`src/rtl/nap_pkg.sv`:
```
// Shared types and constants for the nap countdown timer.
package nap_pkg;

  typedef enum logic [1:0] {
    StIdle  = 2'd0,
    StCount = 2'd1,
    StDone  = 2'd2
  } nap_state_e;

  localparam int unsigned SEC_PER_MIN     = 60;
  localparam int unsigned MIN_W           = 7;
  localparam int unsigned SEC_W           = 6;
  localparam int unsigned MAX_MIN_DEFAULT = 99;

  // Limit a requested nap length to max_min minutes; zero passes through.
  function automatic logic [MIN_W-1:0] clamp_min(input logic [MIN_W-1:0] m,
                                                  input int unsigned       max_min);
    if (32'(m) > max_min) return MIN_W'(max_min);
    return m;
  endfunction

endpackage

```
`src/rtl/nap_tick_gen.sv`:
```
// One-second prescaler: counts 0..CLK_HZ-1 and flags the wrap cycle as a tick.
module nap_tick_gen #(
  parameter int unsigned CLK_HZ = 1000
) (
  input  logic clk_i,
  input  logic rst_ni,
  input  logic clr_i,
  output logic tick_o
);

  localparam int unsigned CntW = (CLK_HZ > 1) ? $clog2(CLK_HZ) : 1;
  localparam logic [CntW-1:0] CntMax = CntW'(CLK_HZ - 1);

  logic [CntW-1:0] cnt_q, cnt_d;
  logic            wrap;

  assign wrap   = (cnt_q == CntMax);
  // A clear wins over a coincident wrap so an abort never produces a tick.
  assign tick_o = wrap & ~clr_i;

  always_comb begin
    cnt_d = cnt_q + CntW'(1);
    if (clr_i || wrap) cnt_d = '0;
  end

  always_ff @(posedge clk_i or negedge rst_ni) begin
    if (!rst_ni) cnt_q <= '0;
    else         cnt_q <= cnt_d;
  end

endmodule

```
`src/rtl/nap_timer.sv`:
```
// Nap countdown: loads a clamped minute count on sleep entry and counts down in seconds.
// Optional NAP_TIMER_PREWARN_EN adds a registered preWarn output for the last minute.
module nap_timer
  import nap_pkg::*;
#(
  parameter int unsigned CLK_HZ  = 1000,
  parameter int unsigned MAX_MIN = MAX_MIN_DEFAULT
) (
  input  logic             clock,
  input  logic             reset,
  input  logic             enSleep,
  input  logic             enCancel,
  input  logic [MIN_W-1:0] setMin,
  output logic             completeSleep,
  output logic             running,
  output logic [MIN_W-1:0] remMin,
  output logic [SEC_W-1:0] remSec
`ifdef NAP_TIMER_PREWARN_EN
  ,
  output logic             preWarn
`endif
);

  localparam logic [SEC_W-1:0] SecMax = SEC_W'(SEC_PER_MIN - 1);

  nap_state_e       st_q, st_d;
  logic [MIN_W-1:0] min_q, min_d;
  logic [SEC_W-1:0] sec_q, sec_d;
  logic             comp_q, comp_d;
  logic             run_q, run_d;
  logic             pre_d;
  logic             abort;
  logic             tick;

  assign abort = enCancel | ~enSleep;

  nap_tick_gen #(
    .CLK_HZ(CLK_HZ)
  ) u_tick_gen (
    .clk_i (clock),
    .rst_ni(reset),
    .clr_i ((st_q != StCount) | abort),
    .tick_o(tick)
  );

  always_ff @(posedge clock or negedge reset) begin
    if (!reset) st_q <= StIdle;
    else        st_q <= st_d;
  end

  always_comb begin
    st_d  = st_q;
    min_d = min_q;
    sec_d = sec_q;
    unique case (st_q)
      StIdle: begin
        if (enSleep && !enCancel) begin
          min_d = clamp_min(setMin, MAX_MIN);
          sec_d = '0;
          st_d  = (min_d == '0) ? StDone : StCount;
        end
      end
      StCount: begin
        if (abort) begin
          st_d  = StIdle;
          min_d = '0;
          sec_d = '0;
        end else if (tick) begin
          if (sec_q != '0) begin
            sec_d = sec_q - SEC_W'(1);
          end else begin
            sec_d = SecMax;
            min_d = min_q - MIN_W'(1);
          end
          if (min_q == '0 && sec_q == SEC_W'(1)) st_d = StDone;
        end
      end
      StDone: begin
        if (abort) begin
          st_d  = StIdle;
          min_d = '0;
          sec_d = '0;
        end
      end
      default: begin
        st_d  = StIdle;
        min_d = '0;
        sec_d = '0;
      end
    endcase
  end

  // Flags are computed from the next state so they move on the same edge as the count.
  always_comb begin
    comp_d = (st_d == StDone);
    run_d  = (st_d == StCount);
    pre_d  = (st_d == StCount) &&
             ((min_d == '0) || (min_d == MIN_W'(1) && sec_d == '0));
  end

  always_ff @(posedge clock or negedge reset) begin
    if (!reset) begin
      min_q  <= '0;
      sec_q  <= '0;
      comp_q <= 1'b0;
      run_q  <= 1'b0;
    end else begin
      min_q  <= min_d;
      sec_q  <= sec_d;
      comp_q <= comp_d;
      run_q  <= run_d;
    end
  end

  assign completeSleep = comp_q;
  assign running       = run_q;
  assign remMin        = min_q;
  assign remSec        = sec_q;

`ifdef NAP_TIMER_PREWARN_EN
  logic pre_q;

  always_ff @(posedge clock or negedge reset) begin
    if (!reset) pre_q <= 1'b0;
    else        pre_q <= pre_d;
  end

  assign preWarn = pre_q;
`else
  logic unused_pre;
  assign unused_pre = pre_d;
`endif

endmodule
```
`config.mk`:
```
export PLATFORM = sky130hd
export DESIGN_NAME = nap_timer
export DESIGN_NICKNAME = d
export VERILOG_FILES = /design/src/rtl/nap_pkg.sv /design/src/rtl/nap_tick_gen.sv /design/src/rtl/nap_timer.sv
export SDC_FILE = /design/constraint.sdc
export NUM_CORES = 1
export LEC_CHECK = 0
export CAP_MARGIN = 15
export CORE_ASPECT_RATIO = 1.5
export CORE_MARGIN = 2
export CORE_UTILIZATION = 59
export CTS_BUF_LIST = sky130_fd_sc_hd__clkbuf_8
export DETAILED_ROUTE_END_ITERATION = 12
export DONT_BUFFER_PORTS = 1
export MAX_ROUTING_LAYER = met4
export PLACE_DENSITY_LB_ADDON = 0.3
export SYNTH_ARGS = -nofsm -noshare
export SYNTH_HDL_FRONTEND = slang
export SYNTH_HIERARCHICAL = 1
export SYNTH_SLANG_ARGS = --single-unit
```
`constraint.sdc`:
```
create_clock -name clock -period 2.2 [get_ports clock]
set_input_delay 0 -clock clock [delete_from_list [all_inputs] [get_ports clock]]
set_output_delay 0 -clock clock [all_outputs]
set_load 0.1 [all_outputs]
```
# ---- Word level (Yosys, flattened, before mapping)
# Cells that the tools add are included.
dict set report word_totals {
  reg_bits 27
}
dict set report op_classes {
  n_bitwise 5
  reduce_logical 10
  n_eq_ne 11
  mux 27
  n_addsub 3
  n_lt_le_gt_ge 1
}
# operator n
set ops {}
lappend ops {{two-way mux 7 bit} 9}
lappend ops {{two-way mux 6 bit} 5}
lappend ops {{one-hot mux 7 bit (3 select lines)} 1}
lappend ops {{one-hot mux 6 bit (3 select lines)} 1}
lappend ops {{logical NOT 7 bit} 2}
lappend ops {{two-way mux 2 bit} 6}
lappend ops {{adder 10 x 1 -> 10 bit (second input constant)} 1}
lappend ops {{== test 10 bit (second input constant)} 1}
lappend ops {{two-way mux 10 bit} 1}
lappend ops {{greater-than comparator 7 bit (second input constant)} 1}
lappend ops {{subtractor 7 x 1 -> 7 bit (second input constant)} 1}
lappend ops {{== test 6 x 1 -> 1 bit (second input constant)} 1}
lappend ops {{inequality test 3 bit (second input constant)} 2}
lappend ops {{one-hot mux 2 bit (3 select lines)} 1}
lappend ops {{nonzero test 6 bit} 1}
lappend ops {{subtractor 6 x 1 -> 6 bit (second input constant)} 1}
lappend ops {{== test 2 x 1 -> 1 bit (second input constant)} 2}
lappend ops {{== test 2 bit (second input constant)} 2}
lappend ops {{inequality test 2 bit (second input constant)} 2}
lappend ops {{AND reduction 4 bit} 1}
lappend ops {{two-way mux 1 bit} 3}
lappend ops {{AND reduction 3 bit} 1}
lappend ops {{logical AND 1 bit} 2}
lappend ops {{logical NOT 2 bit} 1}
lappend ops {{other kinds (6)} 8}

# ---- Longest topological paths before layout
dict set report logic_depth {
  word_depth 12
  mapped_depth 10
  depth_no_buf 10
}

# ---- Modules after synthesis
# The synthesis kept the hierarchy.
# module instances area_each_um2 cells_each
set by_module_without_submodules {}
lappend by_module_without_submodules {nap_timer 1 1056.0 110}
lappend by_module_without_submodules {nap_tick_gen 1 533.0 52}

# ---- Worst setup path after synthesis
# OpenSTA, ideal clock, no wires.
dict set report synth_timing {
  kind {reg2reg}
  startpoint {reg u_tick_gen.cnt_q[0]}
  endpoint {reg sec_q[2], in the netlist remSec[2]}
  path_slack_ns -0.056
  arrival_time_ns 2.136
  path_stages_with_launch 11
  period_less_slack_ns 2.256
  cell_sequence {dfrtp_1 ha_1 nand2_1 nor4b_4 nand3_1 nor2_1 nor3b_1 a211oi_2 o21ai_0 xnor2_1 and2_2}
}
dict set report synth_via {
  elab_chain_cells 4
}
# element line_no
set synth_rtl {}
lappend synth_rtl {{from (decl)} nap_tick_gen.sv:14} ;# logic [CntW-1:0] cnt_q, cnt_d;
lappend synth_rtl {{from (signal assigned)} nap_tick_gen.sv:28} ;# else cnt_q <= cnt_d;
lappend synth_rtl {{== test 10 bit} nap_tick_gen.sv:17} ;# assign wrap = (cnt_q == CntMax);
lappend synth_rtl {{AND 1 bit} nap_tick_gen.sv:19} ;# assign tick_o = wrap & ~clr_i;
lappend synth_rtl {{via tick} nap_timer.sv:33} ;# logic tick;
lappend synth_rtl {{inequality test 3 bit (no source line)} n/a}
lappend synth_rtl {{AND reduction 3 bit (no source line)} n/a}
lappend synth_rtl {{to (signal assigned)} nap_timer.sv:104} ;# sec_q <= '0;
lappend synth_rtl {{to (signal assigned)} nap_timer.sv:109} ;# sec_q <= sec_d;
lappend synth_rtl {{to (decl)} nap_timer.sv:28} ;# logic [SEC_W-1:0] sec_q, sec_d;
# The timed path passes the listed nets, and every way through them passes these cells.
# A chain may end at the register's enable or synchronous reset.

# ---- Worst setup path after layout
dict set report layout_timing {
  startpoint {reg u_tick_gen.cnt_q[0]}
  endpoint {reg min_q[3], in the netlist remMin[3]}
}
dict set report layout_via {
  elab_chain_cells 4
}
# element line_no
set layout_rtl {}
lappend layout_rtl {{== test 10 bit} nap_tick_gen.sv:17}
lappend layout_rtl {{AND 1 bit} nap_tick_gen.sv:19}
lappend layout_rtl {{via tick} nap_timer.sv:33}
lappend layout_rtl {{inequality test 3 bit (no source line)} n/a}
lappend layout_rtl {{AND reduction 4 bit (no source line)} n/a}
lappend layout_rtl {{to (signal assigned)} nap_timer.sv:108} ;# min_q <= min_d;
lappend layout_rtl {{to (decl)} nap_timer.sv:27} ;# logic [MIN_W-1:0] min_q, min_d;
# The timed path passes the listed nets, and every way through them passes these cells.

==> results.py <==
metrics = {
    "outcome": {
        "status": "finished with violations",
        "violations": "negative hold slack",
    },
    "final_layout": {
        "antennaDiodeCount": 0,
        "fillCellCount": 195,
        "fin_nets": 215,
        "drive_gt1_frac": 0.2487,
        "area_growth_pct": 24.41,
        "finalNonFillerCells": 234,
        "utilization": 0.7549,
    },
    "global_route": {
        "first_global_vias": 1467,
        "grt_pass1_wl_mm": 6.244,
        "grt_max_degree": 28,
        "grt_overflow": 0,
        "antenna_found_initial": 0,
        "grt_usage": 0.2842,
    },
    "power": {
        "finalPower_uw": 1624,
        "peakVddDrop_mv": 0.9650,
        "power_leakage_uw": 0.0008796,
        "power.density_mw_per_mm2": 821.6,
    },
    "floorplanning": {
        "die_area_mm2": 0.003133,
        "die_height_um": 67.56,
        "die_w_um": 46.38,
        "io_pins": 26,
        "initial_utilization": 0.6068,
        "core_area_mm2": 0.002619,
        "rows": 23,
    },
    "setup_path": {
        "crit_required_ns": 2.41,
        "crit_path_end": "remMin[3]$_DFFE_PN0P_",
        "cp.arrival_ns": 2.28,
        "cp-end-kind": "flip-flop",
        "r2r_setup_slack_ns": 0.12,
        "r2r_cells": 11,
        "crit_slowest_cell": "dfrtp_1",
        "critPathLaunchType": "flip-flop",
        "critPathKind": "flip-flop to flip-flop",
        "cp_num_buf_inv": 1,
        "r2r-start": "u_tick_gen/cnt_q[0]$_DFF_PN0_",
        "crit_family": "simple AND/OR/NAND/NOR gates",
        "critPathMaxFanout": 5,
        "r2r-end": "remMin[3]$_DFFE_PN0P_",
        "slowest_delay_ns": 0.41,
        "startpoint": "u_tick_gen/cnt_q[0]$_DFF_PN0_",
        "cp.depth": 11,
        "path_cells": "ha_4, nand2_4, nor4b_4, nand3_1, nor2_2, nor3b_1, a211oi_2, buf_4, o22ai_4, or2_4, o22ai_2",
    },
    "yosys": {
        "synth_common_cells": "dfrtp_1 (27), nor2_1 (19), o21ai_0 (13), a21oi_1 (10), inv_1 (9)",
        "synth_nets": 179,
        "synth-seq-cells": 27,
        "ys.flop_type": "dfrtp_1",
        "synth.cell_area_mm2": 0.001589,
        "synthArstFlopShare": 1.000,
        "synthTopCellsByArea": "dfrtp_1 (43%), ha_1 (4.7%), nor2_1 (4.5%)",
        "yosysTopAreaCell": "dfrtp_1",
        "synthCells": 162,
        "post-synth-top-count-cell": "dfrtp_1",
        "synth_edf_count": 0,
        "ys_types": 50,
        "ys_warn_count": 6,
        "yosys.area.top_type_share": 0.4252,
        "seq_area_frac_synth": 0.4252,
        "avgSynthCellArea_um2": 9.809,
    },
    "cts": {
        "cts.clk_slew.worst_paths_ns": 0.09,
        "cts_tree": "built",
        "cts_buffers": 3,
        "clk_latency_ns": 0.27,
        "cts.path.max_buffers": 2,
        "clockRootBuffer": "clkbuf_8",
        "htreeDepth": 1,
        "clock-sinks": 27,
    },
    "sta": {
        "holdWs_ns": -0.005401,
        "rsz0062_at_grt": "yes",
        "tightest_slew_ns": 0.8716,
        "finClkSkew_ns": 0.007607,
        "relSlewSlack": 0.4194,
        "slew_violations": 0,
        "fin_crit_ns": 2.078,
        "setup_tns_ns": 0,
        "setup_viol_count_final": 0,
        "hold_viol": 1,
        "post-route-period-util": 0.9447,
        "fmax_ghz": 0.4811,
    },
    "route": {
        "vias_per_cell": 6.137,
        "route.detailed.drc": 0,
        "dr.pass1.iters": 5,
        "via_count": 1436,
        "antenna_left": 0,
        "routedWlPerCell_um": 16.32,
        "wl_mm": 3.818,
        "drtIter0Drc": 59,
    },
    "worst_hold_path": {
        "min_path_type": "input port to flip-flop",
    },
    "placement": {
        "place.gp.congestion": 0.9188,
        "place_inst": 219,
        "hpwl_mm": 2.824,
        "portBuffers": 0,
    },
    "flow_run": {
        "maxCapViolations": 0,
    },
}
## worst register-to-register path: stages, from the launching register on
cell      delay, ns
dfrtp_1        0.41
ha_4           0.18
nand2_4        0.06
nor4b_4        0.22
nand3_1        0.12
nor2_2         0.12
nor3b_1        0.07
a211oi_2       0.14
buf_4          0.18
o22ai_4        0.10
or2_4          0.29
o22ai_2        0.13
## metrics by stage
step	area [um2]	setup slack, ns	hold slack (ns)
after floorplan	1609	-0.04539	-0.2956
after global placement	1805	0.07615	-0.2949
after detailed placement	1805	0.03287	-0.2948
after CTS	1951	0.004262	0.001868
after global routing	1977	-0.02560	0.005325
final	1977	0.1216	-0.005401
## worst min path at each step
stage                         from                            end  slack [ns]  depth (start not counted)
after global placement       reset  u_tick_gen/cnt_q[0]$_DFF_PN0_       -0.29                          0
after global routing      enCancel              running$_DFF_PN0_       0.005                          2
after floorplan              reset        completeSleep$_DFF_PN0_       -0.30                          0
final                     enCancel              st_q[0]$_DFF_PN0_      -0.005                          2
after detailed placement     reset  u_tick_gen/cnt_q[0]$_DFF_PN0_       -0.29                          0
after CTS                 enCancel              st_q[0]$_DFF_PN0_       0.002                          2
## per-layer routing
layer	up-vias	track usage	wire, um
met1	698	0.3213	1383
met3	16	0.04011	213
li1	665	-	-
met4	0	0.1286	139
met2	57	0.4809	2082
met5	-	-	0
## where the power goes
group	leakage [uW]	switching (uW)	internal, uW
logic	0.000488	539	203
registers	0.000365	62.0	542
clock network	0.0000269	152	125
## cell type report
class                           instances  area [um2]  area share
Tap cell                               37       46.29     0.02342
Multi-Input combinational cell        125       907.1      0.4589
Sequential cell                        27       675.6      0.3418
Clock inverter                          1       3.754    0.001899
Inverter                               10       37.54     0.01899
Timing Repair Buffer                   31       265.3      0.1342
Clock buffer                            3       41.29     0.02089
## sequential cells by signal, summed over array words and instances (netlist names)
| signal | cells |
|---|---|
| u_tick_gen/cnt_q | 10 |
| running | 1 |
| completeSleep | 1 |
| remMin | 7 |
| remSec | 6 |
| st_q | 2 |
## layout by cell type (no fill, tap or decap), drive strengths merged, types with 2 or more instances in the layout
| cell type | count |
|---|---|
| xnor2 | 4 |
| o22ai | 4 |
| nor3b | 2 |
| dfrtp | 27 |
| nand2 | 5 |
| nor4 | 3 |
| nor2 | 20 |
| ha | 6 |
| buf | 23 |
| nor4b | 2 |
| a22o | 4 |
| o2bb2ai | 2 |
| clkbuf | 3 |
| a211oi | 2 |
| and3 | 4 |
| a21o | 3 |
| a21oi | 10 |
| o21ai | 15 |
| and2 | 2 |
| xor2 | 3 |
| nand2b | 4 |
| nor3 | 4 |
| dlygate4sd3 | 8 |
| nand3 | 9 |
| inv | 11 |
## logic make-up after synthesis
logic type,share of synthesized area
simple gates,0.2323
flops,0.4252
compound gates,0.2284
fa+ha+maj,0.04724
buf+inv,0.02834
xor+xnor,0.03858
## timing repair
action                                 CTS  global route
resized for setup                        0             5
buffers inserted                         0             1
setup endpoints to repair                0            10
hold buffers                             9             0
endpoints found under the hold margin   35             0
No activity file was read; power rests on OpenSTA's default activity.
